`config.mk`:
```
export PLATFORM = sky130hd
export DESIGN_NAME = serial_subtractor_2b
export DESIGN_NICKNAME = d
export VERILOG_FILES = /design/src/rtl/serial_subtractor_2b.sv
export SDC_FILE = /design/constraint.sdc
export NUM_CORES = 1
export LEC_CHECK = 0
export CAP_MARGIN = 20
export CORE_UTILIZATION = 31
export DETAILED_ROUTE_END_ITERATION = 6
export PLACE_DENSITY_LB_ADDON = 0.1
export SYNTH_ARGS = -nofsm -noshare
export SYNTH_HDL_FRONTEND = slang
export SYNTH_SLANG_ARGS = --single-unit
```
`constraint.sdc`:
```
create_clock -name clk -period 2.95 [get_ports clk]
set_input_delay 0.4425 -clock clk [delete_from_list [all_inputs] [get_ports clk]]
set_output_delay 0.4425 -clock clk [all_outputs]
set_load 0.02 [all_outputs]
```
`src/rtl/serial_subtractor_2b.sv`:
```
// Multi-cycle subtractor: diff = a - b - bin, two result bits per clock
// through one 2-bit borrow slice, with start/busy/done handshake and flags.
module serial_subtractor_2b #(
    parameter int WIDTH = 8
) (
    input  logic             clk,
    input  logic             rst,
    input  logic             start,
    input  logic [WIDTH-1:0] a,
    input  logic [WIDTH-1:0] b,
    input  logic             bin,
    output logic             busy,
    output logic             done,
    output logic [WIDTH-1:0] diff,
    output logic             bout,
    output logic             zero,
    output logic             ovf
);

    localparam int N  = WIDTH / 2;
    localparam int CW = (N > 1) ? $clog2(N) : 1;

    typedef enum logic [1:0] {
        IDLE,
        RUN,
        DONE
    } state_t;

    state_t           state_q, state_d;
    logic [WIDTH-1:0] a_q, a_d;
    logic [WIDTH-1:0] b_q, b_d;
    logic [WIDTH-1:0] res_q, res_d;
    logic [CW-1:0]    cnt_q, cnt_d;
    logic             br_q, br_d;
    logic [WIDTH-1:0] diff_q, diff_d;
    logic             bout_q, bout_d;
    logic             zero_q, zero_d;
    logic             ovf_q, ovf_d;

    logic [1:0] sa, sb;
    logic       d0, d1, br1, br2, last;

    always_comb begin
        sa   = a_q[2*cnt_q +: 2];
        sb   = b_q[2*cnt_q +: 2];
        d0   = sa[0] ^ sb[0] ^ br_q;
        br1  = (~sa[0] & sb[0]) | (~(sa[0] ^ sb[0]) & br_q);
        d1   = sa[1] ^ sb[1] ^ br1;
        br2  = (~sa[1] & sb[1]) | (~(sa[1] ^ sb[1]) & br1);
        last = (cnt_q == CW'(N - 1));
    end

    always_comb begin
        state_d = state_q;
        a_d     = a_q;
        b_d     = b_q;
        res_d   = res_q;
        cnt_d   = cnt_q;
        br_d    = br_q;
        diff_d  = diff_q;
        bout_d  = bout_q;
        zero_d  = zero_q;
        ovf_d   = ovf_q;
        unique case (state_q)
            IDLE, DONE: begin
                state_d = IDLE;
                if (start) begin
                    a_d     = a;
                    b_d     = b;
                    br_d    = bin;
                    cnt_d   = '0;
                    res_d   = '0;
                    state_d = RUN;
                end
            end
            RUN: begin
                res_d[2*cnt_q +: 2] = {d1, d0};
                br_d  = br2;
                cnt_d = cnt_q + CW'(1);
                // Final slice: br1 is the borrow into the MSB, br2 the borrow out.
                if (last) begin
                    state_d = DONE;
                    diff_d  = res_d;
                    bout_d  = br2;
                    zero_d  = (res_d == '0);
                    ovf_d   = br1 ^ br2;
                end
            end
            default: state_d = IDLE;
        endcase
    end

    always_ff @(posedge clk) begin
        if (rst) begin
            state_q <= IDLE;
            a_q     <= '0;
            b_q     <= '0;
            res_q   <= '0;
            cnt_q   <= '0;
            br_q    <= 1'b0;
            diff_q  <= '0;
            bout_q  <= 1'b0;
            zero_q  <= 1'b0;
            ovf_q   <= 1'b0;
        end else begin
            state_q <= state_d;
            a_q     <= a_d;
            b_q     <= b_d;
            res_q   <= res_d;
            cnt_q   <= cnt_d;
            br_q    <= br_d;
            diff_q  <= diff_d;
            bout_q  <= bout_d;
            zero_q  <= zero_d;
            ovf_q   <= ovf_d;
        end
    end

    assign busy = (state_q == RUN);
    assign done = (state_q == DONE);
    assign diff = diff_q;
    assign bout = bout_q;
    assign zero = zero_q;
    assign ovf  = ovf_q;

endmodule

```
# Word level (Yosys, flattened, before mapping)
# Cells that the tools add are included.
# W data, S select, Z words.
dict set report word_totals {
  ff_bits 40
  inputBits 20
  output_inout_bits 13
}
dict set report op_classes {
  n_addsub 2
  eq_ne 5
  n_shift 4
  n_mux 10
  bitwise_logic 15
  n_reduce_logical 7
}
# op n
set ops {}
lappend ops {{$neg A3 Y34} 1}
lappend ops {{$shift A2 B34 Y8 const A} 1}
lappend ops {{$shiftx A2 B34 Y8} 1}
lappend ops {{$pmux W8 S2} 1}
lappend ops {{$shiftx A8 B4 Y2} 2}
lappend ops {{$bwmux W8} 1}
lappend ops {{$logic_not A8 Y1} 1}
lappend ops {{$mux W8} 1}
lappend ops {{$pmux W2 S2} 2}
lappend ops {{$reduce_and A2 Y1} 3}
lappend ops {{$xor A1 B1 Y1} 5}
lappend ops {{$and A1 B1 Y1} 4}
lappend ops {{$eq A2 B2 Y1 const B} 2}
lappend ops {{$mux W2} 2}
lappend ops {{$not A1 Y1} 4}
lappend ops {{$add A2 B1 Y2 const B} 1}
lappend ops {{$eq A2 B1 Y1 const B} 1}
lappend ops {{$logic_not A2 Y1} 1}
lappend ops {{$mux W1} 2}
lappend ops {{$ne A2 B1 Y1 const B} 1}
lappend ops {{$ne A2 B2 Y1 const B} 1}
lappend ops {{$or A1 B1 Y1} 2}
lappend ops {{$pmux W1 S2} 1}
lappend ops {{$reduce_bool A2 Y1} 1}
lappend ops {{$reduce_or A2 Y1} 1}

# Longest topological paths before layout
# Gate-level depths: netlist of run 1.
dict set report logic_depth {
  ltp_word 9
  depth_mapped 10
  ltp_nobuf 9
}

# Worst setup path after synthesis of run 1
# No wires, ideal clock.
dict set report synth_path {
  path_type {register to register}
  start {register cnt_q[0]}
  end {register zero_q (netlist: zero)}
  setup_ns 0.096
  t_arrival_ns 2.683
  setup_slack_ns 0.171
  path_stages_with_launch 10
  period_less_slack_ns 2.779
  cell_sequence {dfxtp_1 buf_4 mux4_2 fa_1 inv_1 fa_1 nor2b_1 nor4_1 or3_1 o41ai_2}
}
dict set report synth_between {
  elab_chain_cells 9
  word_cells_on_any_way 18
}
# element line
set synth_rtl {}
lappend synth_rtl {{start, declared} 33} ;# logic [CW-1:0] cnt_q, cnt_d;
lappend synth_rtl {{start signal, assigned} 110} ;# cnt_q <= cnt_d;
lappend synth_rtl {{$shiftx A8 B4 Y2, on equally long branches} {44, 45}}
lappend synth_rtl {{$xor A1 B1 Y1} {46, 47}}
lappend synth_rtl {{$not A1 Y1} 47} ;# br1 = (~sa[0] & sb[0]) | (~(sa[0] ^ sb[0]) & br_q);
lappend synth_rtl {{$and A1 B1 Y1} 47}
lappend synth_rtl {{$or A1 B1 Y1} 47}
lappend synth_rtl {{$xor A1 B1 Y1} 48} ;# d1 = sa[1] ^ sb[1] ^ br1;
lappend synth_rtl {{$shiftx A2 B34 Y8} 77} ;# res_d[2*cnt_q +: 2] = {d1, d0};
lappend synth_rtl {{$bwmux W8} 77}
lappend synth_rtl {{$logic_not A8 Y1} 85} ;# zero_d = (res_d == '0);
lappend synth_rtl {{end signal, assigned} 114} ;# zero_q <= zero_d;
lappend synth_rtl {{end, declared} 37} ;# logic zero_q, zero_d;
# Several ways; a longest one is shown, not always the timed one.
# A chain may end at the register's enable or synchronous reset.

# Worst setup path after layout of run 1
# Ends and elaborated chain as after synthesis.

==> metrics.yaml, run 1 <==
critical_path:
  critPathSlowestCell: "mux4_2"
  r2r_slack_ns: 0.23
  r2r_cells: 8
  path_max_fanout: 4
  worstSetupStartpointType: "flop"
  path_cells: "mux4_2, fa_1, inv_1, fa_1, nor2b_1, nor4_1, or3_1, o41ai_2"
  crit_family: "adder cells"
  cpPeakStageDelay_ns: 0.53
  arrival_ns: 2.92
  crit_required_ns: 3.15
  critPathCaptureType: "flop"
  crit_top_cell: "fa_1"
  worst-setup-path-type: "reg -> reg"
  worst_r2r_endpoint: "zero"
  timing.rr.start: "cnt_q[0]"
  critical_path_buf_inv_count: 1
layout:
  final_common_cell: "nand2_1"
  antenna_cells: 0
  fin_nets: 282
  fin_cells: 330
  nFillCells: 629
  area_growth_pct: 25.34
  final_area_sq_mm: 0.002414
  ff_latch_area_sq_um: 802.0
  drive_gt1_share_pct: 11.37
  layout_common_cells: "nand2_1 (44), dfxtp_1 (39), clkdlybuf4s50_1 (32), nor2_1 (26), a21oi_1 (20)"
  multi_input_area_sq_mm: 0.001017
grt:
  antenna_found_initial: 0
  overflow: 0
  grt_pass1_vias: 1433
  track_usage_pct: 14.50
  grt_pass1_wl_um: 7086
  grt_max_degree: 28
timing:
  fin_setup_tns_ns: 0
  setup_violations: 0
  drv_slew: 0
  finalHoldViolCount: 0
  fin_hold_ws_ns: 0.4550
  finClkSkew_ns: 0.004326
  slew-limit-headroom_pct: 51.27
  tightest_slew_ns: 0.7310
  fmax_mhz: 367.9
  fin_crit_ns: 2.718
  setup_slack_ns: 0.2319
  timing.final.crit_share_pct: 92.14
  rsz0062_at_grt: "no"
floorplanning:
  die_x_um: 80.82
  start_util_pct: 32.33
  coreArea_sq_mm: 0.005956
  die_h_um: 80.82
  die-area_sq_mm: 0.006531
  io_pins: 33
  rows: 28
power_and_ir_drop:
  peakVddDrop_v: 0.0002702
  comb_power_share_pct: 17.1
  p_leak_nw: 0.8694
  power.net_switching_uw: 304.4
  power.density_mw_per_mm2: 475.2
  p_seq_share_pct: 49.8
  pwr-share-clk_pct: 33.1
  p_int_uw: 842.6
  p_sw_share_pct: 26.54
synthesis:
  syn_avg_cell_area_sq_um: 8.753
  syn_nets: 248
  ys_warn_count: 0
  netlist_area_sq_mm: 0.001926
  ys_types: 33
  synth_cells: 220
  ys_seq_elements: 40
  synth_top_area_share_pct: 41.59
  yosys.area.top_type: "dfxtp_1"
  ys_seq_area_share_pct: 41.59
  synth_area_leaders: "dfxtp_1 (42%), nand2_1 (8.6%), a21oi_1 (5.2%), nor2_1 (5.1%), mux4_2 (4.7%)"
cts:
  h-tree-depth: 2
  clkSinkCount: 40
  cts_buffer_depth: 2
  worstSkewPairLatency_ns: 0.29
  cts_tree: "done"
  clkSlewWorstSetupHoldPaths_ns: 0.08
  postCtsSetupRepairBufs: 0
  cts-buffers-inserted: 5
  cts_hold_buf: 0
  root_buffer: "clkbuf_8"
placed_design:
  postPlaceCellArea_sq_mm: 0.002322
  place_ws_ns: 0.1648
  dpl.hpwl_um: 3024
  io_buffers: 32
  dp.cells: 322
  gp_congestion: 0.7537
outcome:
  outcome: "complete, no violations"
drt:
  via_per_inst: 4.685
  wire_per_inst_um: 12.79
  routed-via-count: 1546
  drc: 0
  detail-route-antenna-nets: 0
  drt-total-wl_um: 4221
  drt-initial-drc-count: 51
  first_pass_iters: 4
min_path:
  hold_depth: 2
  hp-start: "b_q[6]"
  min_path_type: "reg -> reg"
  holdPathEnd: "b_q[6]"
flow_run:
  cap_violations: 0
## state kept, by name, indices dropped and copies added (netlist names)
register,cells
zero,1
diff,8
bout,1
ovf,1
b_q,8
cnt_q,2
a_q,8
res_q,8
br_q,1
state_q,2
## worst max path at each step
stage | start | endpoint | depth (start not counted) | slack, ns
global placement | cnt_q[0] | zero | 8 | 0.21
CTS | cnt_q[0] | zero | 8 | 0.16
finish | cnt_q[0] | zero | 8 | 0.23
global route | cnt_q[0] | zero | 8 | 0.08
floorplan | cnt_q[0] | zero | 9 | 0.17
detailed placement | cnt_q[0] | zero | 8 | 0.16
## routing by layer
layer,track usage (%),share of wire [%],vias up
met5,0,0,-
met4,5.714,1.2,0
met3,3.596,3.1,5
met2,22.69,47,25
met1,19.09,49,708
li1,-,-,808
## cells in the mapped netlist
cell and instances:
nor2_1 26, mux2_2 5, or3_1 1, nor3_1 1
a41o_1 1, nand3b_1 2, o41ai_2 1, o22ai_1 4
buf_2 5, dfxtp_1 40, buf_6 2, nand2_1 44
and2b_1 2, buf_1 1, nand2_4 1, a22oi_1 5
ha_1 6, buf_4 2, a21oi_1 20, nand2b_1 3
xnor2_1 1, fa_1 2, nor2b_1 13, a221oi_1 1
a211oi_2 3, a211oi_1 3, and2_1 1, nor4_1 1
mux4_2 4, inv_1 8, a31oi_1 5, clkbuf_1 3
mux2i_1 3
## area by class of cell
type,count,share of cell area [%]
Multi-Input combinational cell,159,42.15
Sequential cell,40,33.23
Timing Repair Buffer,40,15.76
Tap cell,75,3.888
Clock buffer,8,3.733
Inverter,8,1.244
## worst reg2reg max path: cells and delay by family, from the launching register on
family / cells / cell delay, ns
adder cells (fa/ha/maj): 2 / 0.87
AND/OR/NAND/NOR: 3 / 0.57
multiplexers: 1 / 0.53
flip-flops: 1 / 0.39
AO/OA/AOI/OAI: 1 / 0.19
buffers and inverters: 1 / 0.09
## what timing repair did
| action | 4_1_cts | 5_1_grt |
|---|---|---|
| endpoints found under the hold margin | 0 | 0 |
| resized for setup | 0 | 1 |
| setup endpoints to repair | 0 | 1 |
## logic make-up (layout without fill, tap and decap cells)
group	count (synthesis)	count (layout)	synth area share, %
buf+inv	21	56	5.587
compound gates	43	43	15.01
xor+xnor	1	1	0.4549
fa+ha+maj	8	8	5.978
simple gates	95	95	22.22
mux	12	12	9.162
flops	40	40	41.59
## metrics by stage
step | util (%) | power (mW)
final | 40.53 | 1.147
after global routing | 40.53 | 1.211
after global placement | 38.99 | 0.7835
after CTS | 40.50 | 1.164
after detailed placement | 38.99 | 0.7831
after floorplan | - | 0.7144
## power groups by stage
stage	logic, mW	clock network (mW)	registers, mW
finish	0.196	0.380	0.571
global route	0.221	0.416	0.574
CTS	0.199	0.393	0.571
detailed placement	0.199	0	0.584
global placement	0.199	0	0.584
floorplan	0.134	0	0.580
Power figures use the tool's default switching activity.
==> run 2, diff against run 1 <==
==> constraint.sdc (replaced) <==
create_clock -name clk -period 2.7 [get_ports clk]
set_input_delay 0.405 -clock clk [delete_from_list [all_inputs] [get_ports clk]]
set_output_delay 0.405 -clock clk [all_outputs]
set_load 0.02 [all_outputs]
==> metrics.yaml, run 2 (same netlist as run 1, synthesis figures left out) <==
layout:
  area_growth_pct: 28.85
  ff_latch_area_sq_um: 804.5  # +0.31%
  nFillCells: 640  # +1.7%
  multi_input_area_sq_mm: 0.001039  # +2.1%
  final_common_cell: "nand2_1"
  fin_nets: 285  # +1.1%
  antenna_cells: 0  # unchanged
  fin_cells: 333  # +0.91%
  drive_gt1_share_pct: 15.50  # +4.1 points
  final_area_sq_mm: 0.002481  # +2.8%
  postLayoutCoreUtil_pct: 41.66  # +1.1 points
  layout_common_cells: "nand2_1 (44), dfxtp_1 (39), clkdlybuf4s50_1 (32), nor2_1 (26), a21oi_1 (20)"
drt:
  drt-total-wl_um: 4329  # +2.6%
  wire_per_inst_um: 13.00  # +1.6%
  drt-initial-drc-count: 49  # -3.9%
  drc: 0  # unchanged
  routed-via-count: 1583  # +2.4%
  via_per_inst: 4.754  # +1.5%
  first_pass_iters: 4  # unchanged
  detail-route-antenna-nets: 0  # unchanged
placed_design:
  postPlaceCellArea_sq_mm: 0.002326  # +0.16%
  io_buffers: 32  # unchanged
  dpl.hpwl_um: 3034  # +0.33%
  gp_congestion: 0.7988  # +6.0%
  dp.cells: 322  # unchanged
cts:
  cts-buffers-inserted: 5  # unchanged
  cts_tree: "done"
  cts_hold_buf: 0  # unchanged
  clkSlewWorstSetupHoldPaths_ns: 0.08  # about the same
  clkSinkCount: 40  # unchanged
  worstSkewPairLatency_ns: 0.30  # about the same
  h-tree-depth: 2  # unchanged
  root_buffer: "clkbuf_8"
  cts_buffer_depth: 2  # unchanged
timing:
  finalHoldViolCount: 0  # unchanged
  fmax_mhz: 377.2  # +2.5%
  tightest_slew_ns: 0.7045  # -0.02643 ns
  fin_hold_ws_ns: 0.4544  # -0.0006020 ns
  finClkSkew_ns: 0.005850  # +0.001524 ns
  setup_violations: 0  # unchanged
  drv_slew: 0  # unchanged
  timing.final.crit_share_pct: 98.18  # +6.0 points
  slew-limit-headroom_pct: 53.03  # +1.8 points
  fin_setup_tns_ns: 0  # unchanged
  fin_crit_ns: 2.651  # -0.06718 ns
floorplanning:
  rows: 28  # unchanged
  coreArea_sq_mm: 0.005956  # unchanged
  io_pins: 33  # unchanged
  die_x_um: 80.82  # unchanged
  start_util_pct: 32.33  # unchanged
  die_h_um: 80.82  # unchanged
  die-area_sq_mm: 0.006531  # unchanged
power_and_ir_drop:
  peakVddDrop_v: 0.0002395  # -11%
  p_leak_nw: 0.8979  # +3.3%
  power.density_mw_per_mm2: 550.3  # +16%
grt:
  grt_pass1_vias: 1482  # +3.4%
  grt_max_degree: 41  # +46%
  antenna_found_initial: 0  # unchanged
  overflow: 0  # unchanged
  track_usage_pct: 14.60  # +0.10 points
  grt_pass1_wl_um: 7120  # +0.48%
critical_path:
  crit_required_ns: 2.91  # -0.24 ns
  path_max_fanout: 5  # +1
  critPathCaptureType: "flop"
  arrival_ns: 2.86  # -0.06 ns
  worst-setup-path-type: "reg -> reg"
  worstSetupStartpointType: "flop"
outcome:
  outcome: "complete, no violations"
flow_run:
  cap_violations: 0  # unchanged
min_path:
  min_path_type: "reg -> reg"
-- run 2: report_power, final --
group	leakage, nW	switching [mW]	total, mW	internal (mW)
clock network	0.0541	0.220	0.494	0.274
registers	0.326	0.0134	0.624	0.610
logic	0.518	0.124	0.248	0.124
-- run 2: routing by layer --
| layer | vias up | routed length [um] | GRT usage (%) | share of wire, % |
|---|---|---|---|---|
| li1 | 816 | - | - | - |
| met1 | 727 | 2127 | 18.19 | 49 |
| met2 | 30 | 1967 | 23.95 | 45 |
| met3 | 10 | 134 | 3.371 | 3.1 |
| met4 | 0 | 99 | 6.429 | 2.3 |
| met5 | - | 0 | 0 | 0 |
-- run 2: final timing paths --
kind	cells after the start	from	slack (ns)	end
worst max register to register	8	cnt_q[0]	0.05	zero
worst min-delay path	2	a_q[4]	0.45	a_q[4]
worst max-delay path	8	cnt_q[0]	0.05	zero
worst min register to register	2	a_q[4]	0.45	a_q[4]
-- run 2: metrics by stage --
stage | power (mW) | setup slack (ns)
4_1_cts | 1.357 | 0.01116
5_1_grt | 1.438 | -0.03304
2_1_floorplan | 0.7826 | 0.04796
3_3_place_gp | 0.8586 | 0.05706
6_report | 1.365 | 0.04908
3_5_place_dp | 0.8590 | -0.004611
-- run 2: worst max-delay path: stages (launching register included) --
cell     delay (ns)
dfxtp_4        0.39
mux4_2         0.52
fa_2           0.37
inv_2          0.07
fa_2           0.48
nor2b_2        0.16
nor4_1         0.07
or3_1          0.32
o41ai_2        0.18
-- run 2: repair_timing --
action                                  in CTS  in global routing
pin swaps                                    0                  1
gates resized for setup                      1                  6
endpoints found under the setup margin       1                  3
setup buffers                                0                  3
-- run 2: area by class of cell --
class                           count  share of cell area, %
Sequential cell                    40                  32.43
Timing Repair Buffer               43                  16.24
Tap cell                           75                  3.782
Multi-Input combinational cell    159                  41.86
Clock inverter                      3                  1.715
Clock buffer                        5                  2.774
Inverter                            8                  1.210
==> run 3, diff against run 2 <==
--- a/config.mk
+++ b/config.mk
@@ -6,6 +6,7 @@
 export NUM_CORES = 1
 export LEC_CHECK = 0
 export CAP_MARGIN = 20
+export CORE_ASPECT_RATIO = 1.5
 export CORE_UTILIZATION = 31
 export DETAILED_ROUTE_END_ITERATION = 6
 export PLACE_DENSITY_LB_ADDON = 0.1
==> metrics.yaml, run 3 (same netlist as run 1, synthesis figures left out) <==
critical_path:
  worstSetupStartpointType: "flop"
  critPathCaptureType: "flop"
  worst-setup-path-type: "reg -> reg"
  arrival_ns: 2.79  # -0.07 ns
  crit_required_ns: 2.90  # about the same
  path_max_fanout: 4  # -1
cts:
  cts-buffers-inserted: 5  # unchanged
  clkSlewWorstSetupHoldPaths_ns: 0.08  # about the same
  cts_buffer_depth: 2  # unchanged
  h-tree-depth: 2  # unchanged
  root_buffer: "clkbuf_8"
  clkSinkCount: 40  # unchanged
  worstSkewPairLatency_ns: 0.28  # -0.02 ns
  cts_hold_buf: 0  # unchanged
  cts_tree: "done"
outcome:
  outcome: "complete, no violations"
timing:
  finalHoldViolCount: 0  # unchanged
  slew-limit-headroom_pct: 70.37  # +17 points
  setup_violations: 0  # unchanged
  tightest_slew_ns: 0.4429  # -0.2617 ns
  drv_slew: 0  # unchanged
  fmax_mhz: 386.0  # +2.3%
  setup_slack_ns: 0.1096  # +0.06047 ns
  finClkSkew_ns: 0.002137  # -0.003713 ns
  fin_crit_ns: 2.590  # -0.06047 ns
  rsz0062_at_grt: "no"
  fin_setup_tns_ns: 0  # unchanged
  timing.final.crit_share_pct: 95.94  # -2.2 points
layout:
  area_growth_pct: 28.07
  layout_common_cells: "nand2_1 (44), dfxtp_1 (39), clkdlybuf4s50_1 (32), nor2_1 (26), a21oi_1 (20)"
  nFillCells: 612  # -4.4%
  fin_nets: 284  # -0.35%
  drive_gt1_share_pct: 13.62  # -1.9 points
  antenna_cells: 0  # unchanged
  postLayoutCoreUtil_pct: 41.71  # +0.046 points
  final_common_cell: "nand2_1"
  final_area_sq_mm: 0.002466  # -0.60%
floorplanning:
  die_h_um: 98.53  # +22%
  die-area_sq_mm: 0.006537  # about the same
  die_x_um: 66.35  # -18%
  io_pins: 33  # unchanged
  start_util_pct: 32.56  # +0.23 points
  coreArea_sq_mm: 0.005913  # -0.71%
  rows: 34  # +21%
placed_design:
  postPlaceCellArea_sq_mm: 0.002337  # +0.48%
  gp_congestion: 0.7632  # -4.5%
  place_ws_ns: 0.09023  # +0.09484 ns
  dpl.hpwl_um: 3255  # +7.3%
  io_buffers: 32  # unchanged
drt:
  wire_per_inst_um: 13.02  # +0.16%
  routed-via-count: 1570  # -0.82%
  drt-total-wl_um: 4284  # -1.0%
  drt-initial-drc-count: 39  # -20%
  drc: 0  # unchanged
  detail-route-antenna-nets: 0  # unchanged
  via_per_inst: 4.772  # +0.38%
  first_pass_iters: 4  # unchanged
min_path:
  min_path_type: "reg -> reg"
grt:
  grt_max_degree: 41  # unchanged
  track_usage_pct: 14.67  # +0.067 points
  overflow: 0  # unchanged
  grt_pass1_vias: 1516  # +2.3%
  antenna_found_initial: 0  # unchanged
  grt_pass1_wl_um: 7176  # +0.79%
flow_run:
  cap_violations: 0  # unchanged
power_and_ir_drop:
  p_leak_nw: 0.8998  # +0.21%
  peakVddDrop_v: 0.0002418  # +0.97%
  power.density_mw_per_mm2: 560.3  # +1.8%
run 3: cell count changes in the layout (fill, tap and decap cells not counted), sizes merged:
cell / change
clkbuf: +2
buf: -1
clkinv: -1
clkinvlp: -1
run 3: cell type report:
type / instances / area (sq um) / share of cell area (%)
clock buffer: 7 / 96.34 / 3.907
clock inverter: 1 / 30.03 / 1.218
inverter: 8 / 30.03 / 1.218
multi-input combinational: 159 / 1022 / 41.45
sequential: 40 / 802.0 / 32.52
tap: 72 / 90.09 / 3.653
timing repair buffer: 42 / 395.4 / 16.03
run 3: layer usage:
metal | vias up | part of all wire [%] | track usage (%)
li1 | 810 | - | -
met1 | 730 | 41 | 16.46
met2 | 26 | 56 | 26.61
met3 | 4 | 2.3 | 2.778
met4 | 0 | 1.2 | 5.401
met5 | - | 0 | 0
run 3: critical path, stage by stage (launching register included):
cell and delay [ns]:
dfxtp_2 0.38, mux4_2 0.53, fa_2 0.37, inv_1 0.08, fa_1 0.45, nor2b_2 0.15, nor4_1 0.06, or3_1 0.32
o41ai_2 0.18
run 3: worst paths after layout:
kind / startpoint / to / slack [ns] / cells after the start
max: cnt_q[0] / zero / 0.11 / 8
min reg2reg: b_q[5] / b_q[5] / 0.45 / 2
max reg2reg: cnt_q[0] / zero / 0.11 / 8
min: b_q[5] / b_q[5] / 0.45 / 2
run 3: through the flow:
step / hold slack (ns) / total power, mW / cells
final: 0.4535 / 1.382 / 329
after global routing: 0.4672 / 1.460 / 329
after CTS: 0.4574 / 1.408 / 329
after detailed placement: 0.4465 / 0.8692 / 321
after global placement: 0.4410 / 0.8675 / 321
after floorplan: 0.4331 / 0.7826 / 220
run 3: report_power, final:
group / total, mW / leakage (nW) / internal, mW / switching, mW
registers: 0.624 / 0.326 / 0.611 / 0.0135
logic: 0.227 / 0.510 / 0.110 / 0.117
clock network: 0.530 / 0.0645 / 0.326 / 0.204
run 3: timing repair:
action / 4_1_cts / 5_1_grt
setup buffers: 0 / 0
setup endpoints to repair: 0 / 1
resized for setup: 0 / 1
